==> config.mk <==
export PLATFORM = sky130hd
export DESIGN_NAME = mult_div_unit
export DESIGN_NICKNAME = d
export VERILOG_FILES = /design/src/rtl/mult_div_unit.sv
export SDC_FILE = /design/constraint.sdc
export NUM_CORES = 1
export LEC_CHECK = 0
export ABC_CLOCK_PERIOD_IN_PS = 3500
export CORE_AREA = 8 8 178 180
export CTS_CLUSTER_DIAMETER = 40
export DETAILED_ROUTE_END_ITERATION = 10
export DIE_AREA = 0 0 186 188
export PLACE_DENSITY = 0.73
export SYNTH_ARGS = -nofsm -noshare
export SYNTH_HDL_FRONTEND = slang
export SYNTH_SLANG_ARGS = --single-unit
==> constraint.sdc <==
create_clock -name clk -period 3.5 [get_ports clk]
set_clock_uncertainty 0.1 [all_clocks]
set_input_delay 0.525 -clock clk [delete_from_list [all_inputs] [get_ports clk]]
set_output_delay 0.525 -clock clk [all_outputs]
set_load 0.03 [all_outputs]
==> src/rtl/mult_div_unit.sv <==
// Iterative multiply/divide unit with HI/LO registers: one shift-add or
// restoring shift-subtract step per cycle, sign fix-up in a final state.
module mult_div_unit #(
  parameter int unsigned WIDTH = 32
) (
  input  logic             clk,
  input  logic             reset,
  input  logic [WIDTH-1:0] Input_A,
  input  logic [WIDTH-1:0] Input_B,
  input  logic [2:0]       op,
  input  logic             start,
  output logic             busy,
  output logic             done,
  output logic [WIDTH-1:0] hi,
  output logic [WIDTH-1:0] lo
);

  localparam int unsigned CNT_W = (WIDTH > 1) ? $clog2(WIDTH) : 1;
  localparam logic [CNT_W-1:0] LAST_ITER = CNT_W'(WIDTH - 1);

  typedef enum logic [1:0] {IDLE, RUN, FIN} state_t;

  state_t               state, state_nxt;
  logic [CNT_W-1:0]     cnt;
  logic [2*WIDTH-1:0]   acc;
  logic [WIDTH-1:0]     opb;
  logic                 is_div, sign_a, sign_b, b_zero;

  logic                 accept, op_signed;
  logic [WIDTH-1:0]     a_mag, b_mag;
  logic [WIDTH:0]       mul_sum, div_shift, div_diff;
  logic [2*WIDTH-1:0]   mul_nxt, div_nxt, prod_fix;
  logic [WIDTH-1:0]     quo_fix, rem_fix;

  // Operand decode: signed ops work on magnitudes, signs kept aside
  always_comb begin
    op_signed = (op == 3'd0) || (op == 3'd2);
    accept    = (state == IDLE) && start && (op[2] == 1'b0);
    a_mag     = (op_signed && Input_A[WIDTH-1]) ? -Input_A : Input_A;
    b_mag     = (op_signed && Input_B[WIDTH-1]) ? -Input_B : Input_B;
  end

  // acc holds {partial product, multiplier} or {remainder, dividend/quotient}
  always_comb begin
    mul_sum   = acc[0] ? ({1'b0, acc[2*WIDTH-1:WIDTH]} + {1'b0, opb})
                       : {1'b0, acc[2*WIDTH-1:WIDTH]};
    mul_nxt   = {mul_sum, acc[WIDTH-1:1]};
    div_shift = acc[2*WIDTH-1:WIDTH-1];
    div_diff  = div_shift - {1'b0, opb};
    div_nxt   = div_diff[WIDTH] ? {div_shift[WIDTH-1:0], acc[WIDTH-2:0], 1'b0}
                                : {div_diff[WIDTH-1:0], acc[WIDTH-2:0], 1'b1};
  end

  // Sign fix-up; a zero divisor forces an all-ones quotient
  always_comb begin
    prod_fix = (sign_a ^ sign_b) ? -acc : acc;
    quo_fix  = (sign_a ^ sign_b) ? -acc[WIDTH-1:0] : acc[WIDTH-1:0];
    if (b_zero) quo_fix = '1;
    rem_fix  = sign_a ? -acc[2*WIDTH-1:WIDTH] : acc[2*WIDTH-1:WIDTH];
  end

  always_ff @(posedge clk) begin
    if (reset) state <= IDLE;
    else       state <= state_nxt;
  end

  always_comb begin
    state_nxt = state;
    case (state)
      IDLE:    if (accept) state_nxt = RUN;
      RUN:     if (cnt == LAST_ITER) state_nxt = FIN;
      FIN:     state_nxt = IDLE;
      default: state_nxt = IDLE;
    endcase
  end

  always_comb begin
    busy = 1'b0;
    busy = (state != IDLE);
  end

  always_ff @(posedge clk) begin
    if (reset) begin
      hi     <= '0;
      lo     <= '0;
      done   <= 1'b0;
      cnt    <= '0;
      acc    <= '0;
      opb    <= '0;
      is_div <= 1'b0;
      sign_a <= 1'b0;
      sign_b <= 1'b0;
      b_zero <= 1'b0;
    end else begin
      done <= 1'b0;
      case (state)
        IDLE: begin
          if (accept) begin
            acc    <= {WIDTH'(0), a_mag};
            opb    <= b_mag;
            is_div <= op[1];
            sign_a <= op_signed & Input_A[WIDTH-1];
            sign_b <= op_signed & Input_B[WIDTH-1];
            b_zero <= (Input_B == '0);
            cnt    <= '0;
          end else if (start && op == 3'd4) begin
            hi <= Input_A;
          end else if (start && op == 3'd5) begin
            lo <= Input_A;
          end
        end
        RUN: begin
          acc <= is_div ? div_nxt : mul_nxt;
          cnt <= cnt + CNT_W'(1);
        end
        FIN: begin
          if (is_div) begin
            lo <= quo_fix;
            hi <= rem_fix;
          end else begin
            lo <= prod_fix[WIDTH-1:0];
            hi <= prod_fix[2*WIDTH-1:WIDTH];
          end
          done <= 1'b1;
        end
        default: ;
      endcase
    end
  end

endmodule

== Word level (Yosys, flattened, before mapping) ==
Cells that the tools add are included.
Storage, ports and cells
  bits of input ports: 70
  word-level logic and storage cells: 79
  register bits after elaboration: 172
Operators by class
  reduce and logical (&&, ||, !) cells: 18
  mux-type cells: 26
  bitwise gates (word level): 4
  add/sub/neg operators: 8
  equal/unequal tests: 12
Operators with widths (count)
  two-way mux 32 bit: 12
  two-way mux 64 bit: 4
  negation 32 bit: 4
  case mux 32 bit (2 select lines): 2
  case mux 64 bit (2 select lines): 1
  negation 64 bit: 1
  adder 32 x 32 -> 33 bit: 1
  two-way mux 33 bit: 1
  subtractor 33 x 32 -> 33 bit: 1
  logical NOT 32 bit: 1
  case mux 5 bit (2 select lines): 1
  inequality test 2 bit, second input constant: 4
  equality test 3 bit, second input constant: 2
  logical AND 1 bit: 6
  AND reduction 2 bit: 3
  nonzero test 2 bit: 3
  adder 5 x 1 -> 5 bit, second input constant: 1
  equality test 5 bit, second input constant: 1
  two-way mux 5 bit: 1
  two-way mux 2 bit: 2
  inequality test 2 x 1 -> 1 bit, second input constant: 2
  case mux 2 bit (2 select lines): 1
  AND reduction 4 bit: 1
  equality test 3 x 2 -> 1 bit, second input constant: 1
  10 further kinds: 11

== Depth between registers and ports, before layout ==
Gate-level depths: netlist of run 1.
  word-level depth: 6
  mapped depth: 13
  depth with buffers taken out: 12

== Worst setup path before layout of run 1 ==
No wires, ideal clock.
  path type: register -> register
  start point: register acc[31]
  end point: register acc[52]
  arrival time: 3.234 ns
  cell stages (with the launch flop): 14
  buffers on the path: 1
  clock period less this slack: 3.459 ns
  setup slack: 0.041 ns
  setup time: 0.125 ns
  path through: dfxtp_1 -> inv_1 -> ha_1 -> fa_1 -> nand2b_1 -> a211oi_1 -> nor4_1 -> o311ai_1 -> o211a_1 -> o21ai_1 -> nand2_1 -> clkbuf_1 -> nor3_1 -> o41a_1
Between the ends
  cells in the longest elaborated chain, start to end: 4
Ends and longest elaborated chain
  start, declared: line 25  | logic [2*WIDTH-1:0] acc;
  start signal, assigned: line 99  | acc <= {WIDTH'(0), a_mag};
  start signal, assigned: line 113  | acc <= is_div ? div_nxt : mul_nxt;
  subtractor 33 x 32 -> 33 bit: line 49  | div_diff = div_shift - {1'b0, opb};
  two-way mux 64 bit: line 50  | div_nxt = div_diff[WIDTH] ? {div_shift[WIDTH-1:0], acc[WIDTH-2:0], 1'b0}
  two-way mux 64 bit: line 113
  case mux 64 bit (2 select lines): line 96  | case (state)
Every way passes these cells.
A chain may end at the register's enable or synchronous reset.

== Worst setup path after layout of run 1 ==
  start point: register acc[4]
  end point: register hi[23]
Between the ends
  cells in the longest elaborated chain, start to end: 4
Ends and longest elaborated chain
  negation 64 bit: line 56  | prod_fix = (sign_a ^ sign_b) ? -acc : acc;
  two-way mux 64 bit: line 56
  two-way mux 32 bit: line 117  | if (is_div) begin
  case mux 32 bit (2 select lines): line 96
  end signal, assigned: line 107  | hi <= Input_A;
  end signal, assigned: line 119  | hi <= rem_fix;
  end signal, assigned: line 122  | hi <= prod_fix[2*WIDTH-1:WIDTH];
  end, declared: line 14  | output logic [WIDTH-1:0] hi,
Every way passes these cells.

==> results_dict.tcl, run 1 <==
set metrics [dict create \
    drc 0 \
    hold_class "in -> reg" \
    syn_area_um2 14200 \
    nets 2249 \
    gp_congestion 1.00 \
    clock-sinks 172 \
    peakVddDrop_uv 322 \
    fin_hold_ws_ns 0.352 \
    port_buffers 135 \
    vias 15700 \
    synth_flop_cell "dfxtp_1" \
    leakage_nw 6.70 \
    io_pins 136 \
    yosysSeqAreaShare_pct 24.2 \
    grt.total_usage_pct 29.2 \
    async_reset_ff_share_pct 0 \
    critical_path_required_ns 3.76 \
    netlist_top_cells_area "dfxtp_1 (24%), a21oi_1 (6.5%), ha_1 (6.2%)" \
    fmax_mhz 292 \
    cp_slowest_stage_delay_ns 0.56 \
    hold_depth 2 \
    tightest_slew_ns 0.873 \
    cp-end-kind "flip-flop" \
    drt-pass1-iter-count 6 \
    cts_tree "built" \
    crit_fanout 6 \
    synth_most_common_cell "nand2_1" \
    viasPerCell 6.26 \
    grt_pass1_wl_um 81300 \
    cp_cell_sequence "or4_4, or4_4, or3_4, nor4_4, buf_4, o21ai_0, o21ai_0, xnor2_1, nor2_1, a311oi_1" \
    drive_gt1_share_pct 11.4 \
    postRouteAntennaNets 0 \
    path_delay_family "simple AND/OR/NAND/NOR gates" \
    synth_seq_cells 172 \
    n_antenna_cell 0 \
    finalWirelength_um 52700 \
    cp-start-kind "flip-flop" \
    fp.dieW_um 186 \
    clk_latency_ns 0.45 \
    row_count 63 \
    place_hpwl_um 40600 \
    root_buffer "clkbuf_16" \
    sw_frac_of_total_pct 36.0 \
    switchingPower_w 0.00216 \
    grt_max_degree 74 \
    first_iter_violations 1321 \
    slew_headroom_pct 41.8 \
    clk_path_buf_depth 2 \
    max_cap_viol_count 0 \
    p_per_area_nw_per_um2 343 \
    setup_viol 0 \
    fp.dieArea_um2 35000 \
    status "finished, final reports clean" \
    synthToLayoutAreaGrowth_pct 22.7 \
    crit_buf_inv 1 \
    crit_cells 10 \
    n_fill_cell 2736 \
    finalHoldViolCount 0 \
    grt_pass1_vias 15000 \
    core-area_um2 29000 \
    reg2reg_depth 10 \
    combPwrFrac_pct 32.9 \
    syn-num-nets 2064 \
    overflow 0 \
    antenna_found_initial 0 \
    clk_pin_slew_worst_paths_ns 0.07 \
    synth.distinct_cells 75 \
    p_clk_share_pct 31.1 \
    critPathArrivalTime_ns 3.69 \
    crit_type "reg -> reg" \
    p_int_w 0.00384 \
    ys_top_cells_by_count "nand2_1 (191), a21oi_1 (185), nor2_1 (178)" \
    initial_core_util_pct 49.1 \
    avgSynthCellArea_um2 7.40 \
    finalCriticalPeriod_ns 3.43 \
    numCtsBuffers 17 \
    htreeDepth 4 \
    setup_tns_ns 0 \
    synth_top_cell_area_share_pct 24.2 \
    slew_violations 0 \
    cp_slowest_cell "or4_4" \
    period_share_pct 97.9 \
    synth_enable_flop_cells 0 \
    die_h_um 188 \
    seq_power_share_pct 36.0 \
    wire_per_inst_um 21.0 \
    ys.warnings.count 0 \
    synth_cells 1922 \
    yosys.area.top_type "dfxtp_1" \
]
layer usage:
| metal | up-vias | wire, um | GRT usage (%) |
|---|---|---|---|
| met4 | 0 | 2310 | 14.5 |
| met1 | 7364 | 21700 | 36.0 |
| met3 | 149 | 4000 | 4.12 |
| li1 | 7464 | - | - |
| met2 | 720 | 24700 | 48.9 |
| met5 | - | 0 | 0 |
sequential cells by signal, summed over array words and instances (netlist names):
register / flops
acc: 64
b_zero: 1
cnt: 5
done: 1
hi: 32
is_div: 1
lo: 32
opb: 32
sign_a: 1
sign_b: 1
state: 2
metrics by stage:
stage	instance area, um^2	power, W	utilization [%]	setup slack [ns]	instances
2_1_floorplan	14200	0.00339	-	0.0408	1922
3_3_place_gp	16800	0.00409	58.0	-0.217	2474
3_5_place_dp	16800	0.00412	58.0	-0.328	2474
5_1_grt	17500	0.00626	60.2	-0.0134	2508
4_1_cts	17400	0.00595	59.9	0.0630	2504
6_report	17500	0.00600	60.2	0.0741	2508
final cells by class:
type                            count  area [um^2]  area share [%]
Multi-Input combinational cell   1540        10100            57.6
Sequential cell                   172         3440            19.7
Timing Repair Buffer              305         2660            15.2
Tap cell                          390          488            2.79
Clock buffer                       17          425            2.44
Inverter                           71          267            1.53
Clock inverter                     13          119           0.681
path summary, 6_finish.rpt:
kind | start | slack, ns | to
worst max-delay path | acc[4]$_SDFFE_PP0P_ | 0.07 | hi[23]$_SDFFE_PP0P_
worst min-delay path | reset | 0.35 | state[0]$_SDFFE_PP0P_
worst max register to register | acc[4]$_SDFFE_PP0P_ | 0.07 | hi[23]$_SDFFE_PP0P_
worst min register to register | lo[20]$_SDFFE_PP0P_ | 0.35 | lo[20]$_SDFFE_PP0P_
cells in the final DEF (no fill, tap or decap), types with 59 or more instances in the layout:
master	instances
a211oi_1	102
a21oi_1	183
buf_4	168
nor3_1	59
o21ai_0	105
nand2_1	191
inv_1	70
xnor2_1	86
nor2_1	175
xor2_1	75
dfxtp_1	171
clkdlybuf4s50_1	134
ha_1	70
power groups by stage:
stage	Clock, W	Combinational (W)	Sequential, W
CTS	0.00187	0.00193	0.00216
floorplan	0	0.00120	0.00219
finish	0.00187	0.00197	0.00216
detailed placement	0	0.00192	0.00220
global placement	0	0.00189	0.00220
global route	0.00195	0.00213	0.00217
logic make-up (layout without fill, tap and decap cells):
group,count (synthesis),in the layout,share of synthesized area [%]
buffers and inverters,210,406,5.70
and+or+nand+nor,600,600,19.7
AOI/OAI and AO/OA,656,656,30.4
adders and majority gates,72,72,6.44
xor gates and xnor gates,161,161,9.91
muxes,51,51,3.65
DFF,172,172,24.2
timing repair:
| item | CTS | global route |
|---|---|---|
| buffers inserted | 0 | 4 |
| setup endpoints to repair | 1 | 33 |
| gates resized for setup | 1 | 16 |
| pin swaps | 0 | 5 |
| hold buffers | 0 | 0 |
(Power assumes the default switching activity.)
==> inputs of run 2 (changes only) <==
--- a/config.mk
+++ b/config.mk
@@ -10,6 +10,7 @@
 export CTS_CLUSTER_DIAMETER = 40
 export DETAILED_ROUTE_END_ITERATION = 10
 export DIE_AREA = 0 0 186 188
+export GPL_ROUTABILITY_DRIVEN = 0
 export PLACE_DENSITY = 0.73
 export SYNTH_ARGS = -nofsm -noshare
 export SYNTH_HDL_FRONTEND = slang
==> results_dict.tcl, run 2 (synthesized netlist as in run 1, its figures left out) <==
set metrics [dict create \
    core-area_um2 29000 \
    htreeDepth 4 \
    top_register "acc" \
    setup_tns_ns 0 \
    grt_util_met3_pct 4.53 \
    layout_commonest_cell "nand2_1" \
    reg2reg_depth 10 \
    period_share_pct 97.3 \
    vias 15400 \
    finalHoldViolCount 0 \
    die_h_um 188 \
    overflow 0 \
    wire_per_inst_um 19.8 \
    cp-start-kind "flip-flop" \
    rsz0062_at_grt "yes" \
    grt.total_usage_pct 27.1 \
    crit_fanout 4 \
    place_hpwl_um 36600 \
    cp-end-kind "flip-flop" \
    grt-busiest-layer "met2" \
    synthToLayoutAreaGrowth_pct 21.3 \
    critPathArrivalTime_ns 3.65 \
    nets 2211 \
    leakage_nw 6.54 \
    max_cap_viol_count 0 \
    numCtsBuffers 17 \
    crit_type "reg -> reg" \
    hold_depth 2 \
    viasPerCell 6.23 \
    clock-sinks 172 \
    tightest_slew_ns 0.927 \
    drt-pass1-iter-count 7 \
    io_pins 136 \
    status "finished, final reports clean" \
    postRouteAntennaNets 0 \
    hold_class "reg -> reg" \
    cts_tree "built" \
    drc 0 \
    grt_max_degree 83 \
    final_area_um2 17300 \
    fp.dieArea_um2 35000 \
    grt_pass1_vias 14500 \
    finalWirelength_um 49000 \
    grtUsageMet1_pct 34.3 \
    fin_hold_ws_ns 0.348 \
    utilization_pct 59.5 \
    n_antenna_cell 0 \
    slew_headroom_pct 38.2 \
    p_per_area_nw_per_um2 349 \
    place_inst 2436 \
    finalCriticalPeriod_ns 3.40 \
    clk_path_buf_depth 2 \
    grt_pass1_wl_um 76800 \
    peakVddDrop_uv 366 \
    antenna_found_initial 0 \
    grt_use_met2_pct 44.7 \
    dpl_cell_area_um2 16600 \
    initial_core_util_pct 49.1 \
    row_count 63 \
    fmax_mhz 294 \
    layout_common_cells "nand2_1 (190), a21oi_1 (183), nor2_1 (175)" \
    first_iter_violations 1408 \
    finalNonFillerCells 2472 \
    setup_viol 0 \
    port_buffers 135 \
    fp.dieW_um 186 \
    root_buffer "clkbuf_16" \
    slew_violations 0 \
    clk_latency_ns 0.46 \
    drive_gt1_share_pct 10.2 \
    holdBufCountCts 0 \
    critical_path_required_ns 3.74 \
    clk_pin_slew_worst_paths_ns 0.08 \
    largest_reg_flops 64 \
]
## run 2: path summary, 6_finish.rpt
kind	from	end	slack, ns
worst max-delay path	opb[1]$_SDFFE_PP0P_	acc[52]$_SDFFE_PP0P_	0.1
worst max register to register	opb[1]$_SDFFE_PP0P_	acc[52]$_SDFFE_PP0P_	0.1
worst min register to register	lo[29]$_SDFFE_PP0P_	lo[29]$_SDFFE_PP0P_	0.35
worst min-delay path	lo[29]$_SDFFE_PP0P_	lo[29]$_SDFFE_PP0P_	0.35
## run 2: what timing repair did
item | in CTS | in global routing
pin swaps | 0 | 5
resized for setup | 2 | 21
endpoints found under the setup margin | 2 | 39
buffers inserted | 0 | 4
## run 2: critical path, stage by stage, from the launching register on
cell,delay (ns)
dfxtp_1,0.50
ha_1,0.31
a211oi_1,0.44
o211a_1,0.28
nor3_2,0.09
o221ai_1,0.23
a21boi_0,0.20
o32a_1,0.38
xnor2_1,0.29
a211oi_1,0.13
o41a_1,0.33
## run 2: cell type report
class / instances / area [um^2]
Clock buffer: 19 / 453
Clock inverter: 13 / 131
Fill cell: 2685 / 11800
Multi-Input combinational cell: 1540 / 10100
Sequential cell: 172 / 3440
Inverter: 71 / 267
Tap cell: 390 / 488
Timing Repair Buffer: 267 / 2380
## run 2: report_power, final
| group | internal, W | switching (W) |
|---|---|---|
| Combinational | 0.000789 | 0.00112 |
| Sequential | 0.00205 | 0.000116 |
| Clock | 0.00104 | 0.000922 |
## run 2: per-layer routing
metal | part of all wire [%] | vias to the layer above
met5 | 0 | -
met4 | 4.1 | 0
met3 | 9.3 | 145
met2 | 46 | 772
met1 | 40 | 7071
li1 | - | 7415
## run 2: stage by stage
step	worst slack (ns)	power, W
6_report	0.0962	0.00603
5_1_grt	-0.0304	0.00627
4_1_cts	0.00102	0.00596
3_5_place_dp	-0.236	0.00403
3_3_place_gp	-0.228	0.00399
2_1_floorplan	0.0408	0.00339
==> inputs of run 3 (changes only) <==
==> config.mk (replaced) <==
export PLATFORM = sky130hd
export DESIGN_NAME = mult_div_unit
export DESIGN_NICKNAME = d
export VERILOG_FILES = /design/src/rtl/mult_div_unit.sv
export SDC_FILE = /design/constraint.sdc
export NUM_CORES = 1
export LEC_CHECK = 0
export ABC_CLOCK_PERIOD_IN_PS = 4030
export CORE_AREA = 2 2 172 174
export CTS_CLUSTER_DIAMETER = 40
export DETAILED_ROUTE_END_ITERATION = 10
export DIE_AREA = 0 0 174 176
export GPL_ROUTABILITY_DRIVEN = 0
export MAX_ROUTING_LAYER = met4
export PLACE_DENSITY = 0.71
export SYNTH_ARGS = -nofsm -noshare
export SYNTH_HDL_FRONTEND = slang
export SYNTH_SLANG_ARGS = --single-unit
==> constraint.sdc (replaced) <==
create_clock -name clk -period 4.03 [get_ports clk]
set_clock_uncertainty 0.1 [all_clocks]
set_input_delay 0.6045 -clock clk [delete_from_list [all_inputs] [get_ports clk]]
set_output_delay 0.6045 -clock clk [all_outputs]
set_load 0.03 [all_outputs]
==> results_dict.tcl, run 3 (synthesized netlist as in run 1, its figures left out) <==
set metrics [dict create \
    htreeDepth 4 \
    place_hpwl_um 35300 \
    setup_viol 0 \
    finalNonFillerCells 2398 \
    wire_per_inst_um 19.6 \
    core-area_um2 28500 \
    clk_pin_slew_worst_paths_ns 0.08 \
    crit_type "reg -> reg" \
    layout_common_cells "nand2_1 (191), a21oi_1 (185), nor2_1 (176)" \
    grt_pass1_vias 13900 \
    clk_path_buf_depth 2 \
    holdBufCountCts 0 \
    cts_tree "built" \
    fmax_mhz 271 \
    drc 0 \
    fp.dieArea_um2 30600 \
    critical_path_required_ns 4.25 \
    fp.dieW_um 174 \
    hold_class "reg -> reg" \
    post_cts_resized 0 \
    initial_core_util_pct 49.9 \
    numCtsBuffers 17 \
    n_antenna_cell 0 \
    post_cts.repair.setup_buffers 0 \
    root_buffer "clkbuf_16" \
    crit_fanout 7 \
    drive_gt1_share_pct 6.26 \
    cp-start-kind "flip-flop" \
    slew_headroom_pct 36.2 \
    antenna_found_initial 0 \
    clock-sinks 172 \
    largest_reg_flops 64 \
    reg2reg_from "acc[32]$_SDFFE_PP0P_" \
    status "finished, final reports clean" \
    p_per_area_nw_per_um2 305 \
    first_iter_violations 1460 \
    synthToLayoutAreaGrowth_pct 16.7 \
    top_register "acc" \
    period_share_pct 91.6 \
    grt_pass1_wl_um 74200 \
    row_count 62 \
    grt.total_usage_pct 30.8 \
    place_inst 2366 \
    crit_start "acc[32]$_SDFFE_PP0P_" \
    layout_commonest_cell "nand2_1" \
    vias 15100 \
    leakage_nw 6.19 \
    tightest_slew_ns 0.958 \
    slew_violations 0 \
    clk_latency_ns 0.45 \
    nets 2143 \
    port_buffers 135 \
    max_cap_viol_count 0 \
    peakVddDrop_uv 256 \
    drt-pass1-iter-count 6 \
    io_pins 136 \
    postRouteAntennaNets 0 \
    finalWirelength_um 47100 \
    worstHoldStart "lo[16]$_SDFFE_PP0P_" \
    viasPerCell 6.30 \
    critPathArrivalTime_ns 3.91 \
    die_h_um 176 \
    finalHoldViolCount 0 \
    setup_tns_ns 0 \
    cp-end-kind "flip-flop" \
    grt_max_degree 83 \
    rsz0062_at_grt "no" \
    overflow 0 \
    finalCriticalPeriod_ns 3.69 \
]
## run 3: cell types whose count changed in the layout (fill, tap and decap cells not counted), sizes merged
cell / delta
buf: -68
bufinv: -1
clkbuf: -1
clkinv: +2
clkinvlp: -2
inv: +2
## run 3: final cells by class
cell class                 instances  area (um^2)
fill                            2745        11900
multi-input combinational       1540        10000
sequential                       172         3440
timing repair buffer             199         1840
tap                              384          480
clock buffer                      18          429
inverter                          71          267
clock inverter                    14          145
## run 3: path summary, 6_finish.rpt
path                     endpoint  slack (ns)  cells past startpoint
min           lo[16]$_SDFFE_PP0P_        0.35                      2
min reg2reg   lo[16]$_SDFFE_PP0P_        0.35                      2
max          acc[57]$_SDFFE_PP0P_        0.34                     13
max reg2reg  acc[57]$_SDFFE_PP0P_        0.34                     13
## run 3: metal layers
layer	part of all wire, %	track usage (%)
met1	42	38.3
met2	47	51.5
met3	7.6	3.90
met4	3.2	11.2
met5	0	-
## run 3: through the flow
step	utilization, %	total power [W]	worst slack [ns]	instance area [um^2]	hold slack [ns]
after floorplan	-	0.00294	0.571	14200	0.339
after global placement	56.2	0.00340	0.193	16000	0.339
after detailed placement	56.2	0.00342	0.111	16000	0.344
after CTS	58.2	0.00504	0.373	16600	0.354
after global routing	58.2	0.00529	0.147	16600	0.375
final	58.2	0.00507	0.338	16600	0.352
## run 3: report_power, final
| part | internal [W] | switching [W] | total [W] |
|---|---|---|---|
| Clock | 0.000825 | 0.000815 | 0.00164 |
| Sequential | 0.00178 | 0.000113 | 0.00189 |
| Combinational | 0.000610 | 0.000927 | 0.00154 |
| Total | 0.00321 | 0.00186 | 0.00507 |
## run 3: worst max-delay path: stages (launching register included)
cell	delay (ns)
dfxtp_1	0.44
inv_1	0.18
fa_1	0.45
nand2b_1	0.20
a211oi_1	0.38
nor4_1	0.13
o311ai_1	0.31
buf_4	0.18
o211ai_1	0.14
a21oi_1	0.21
nor2_1	0.09
a2111oi_0	0.48
buf_4	0.20
o21ai_0	0.07
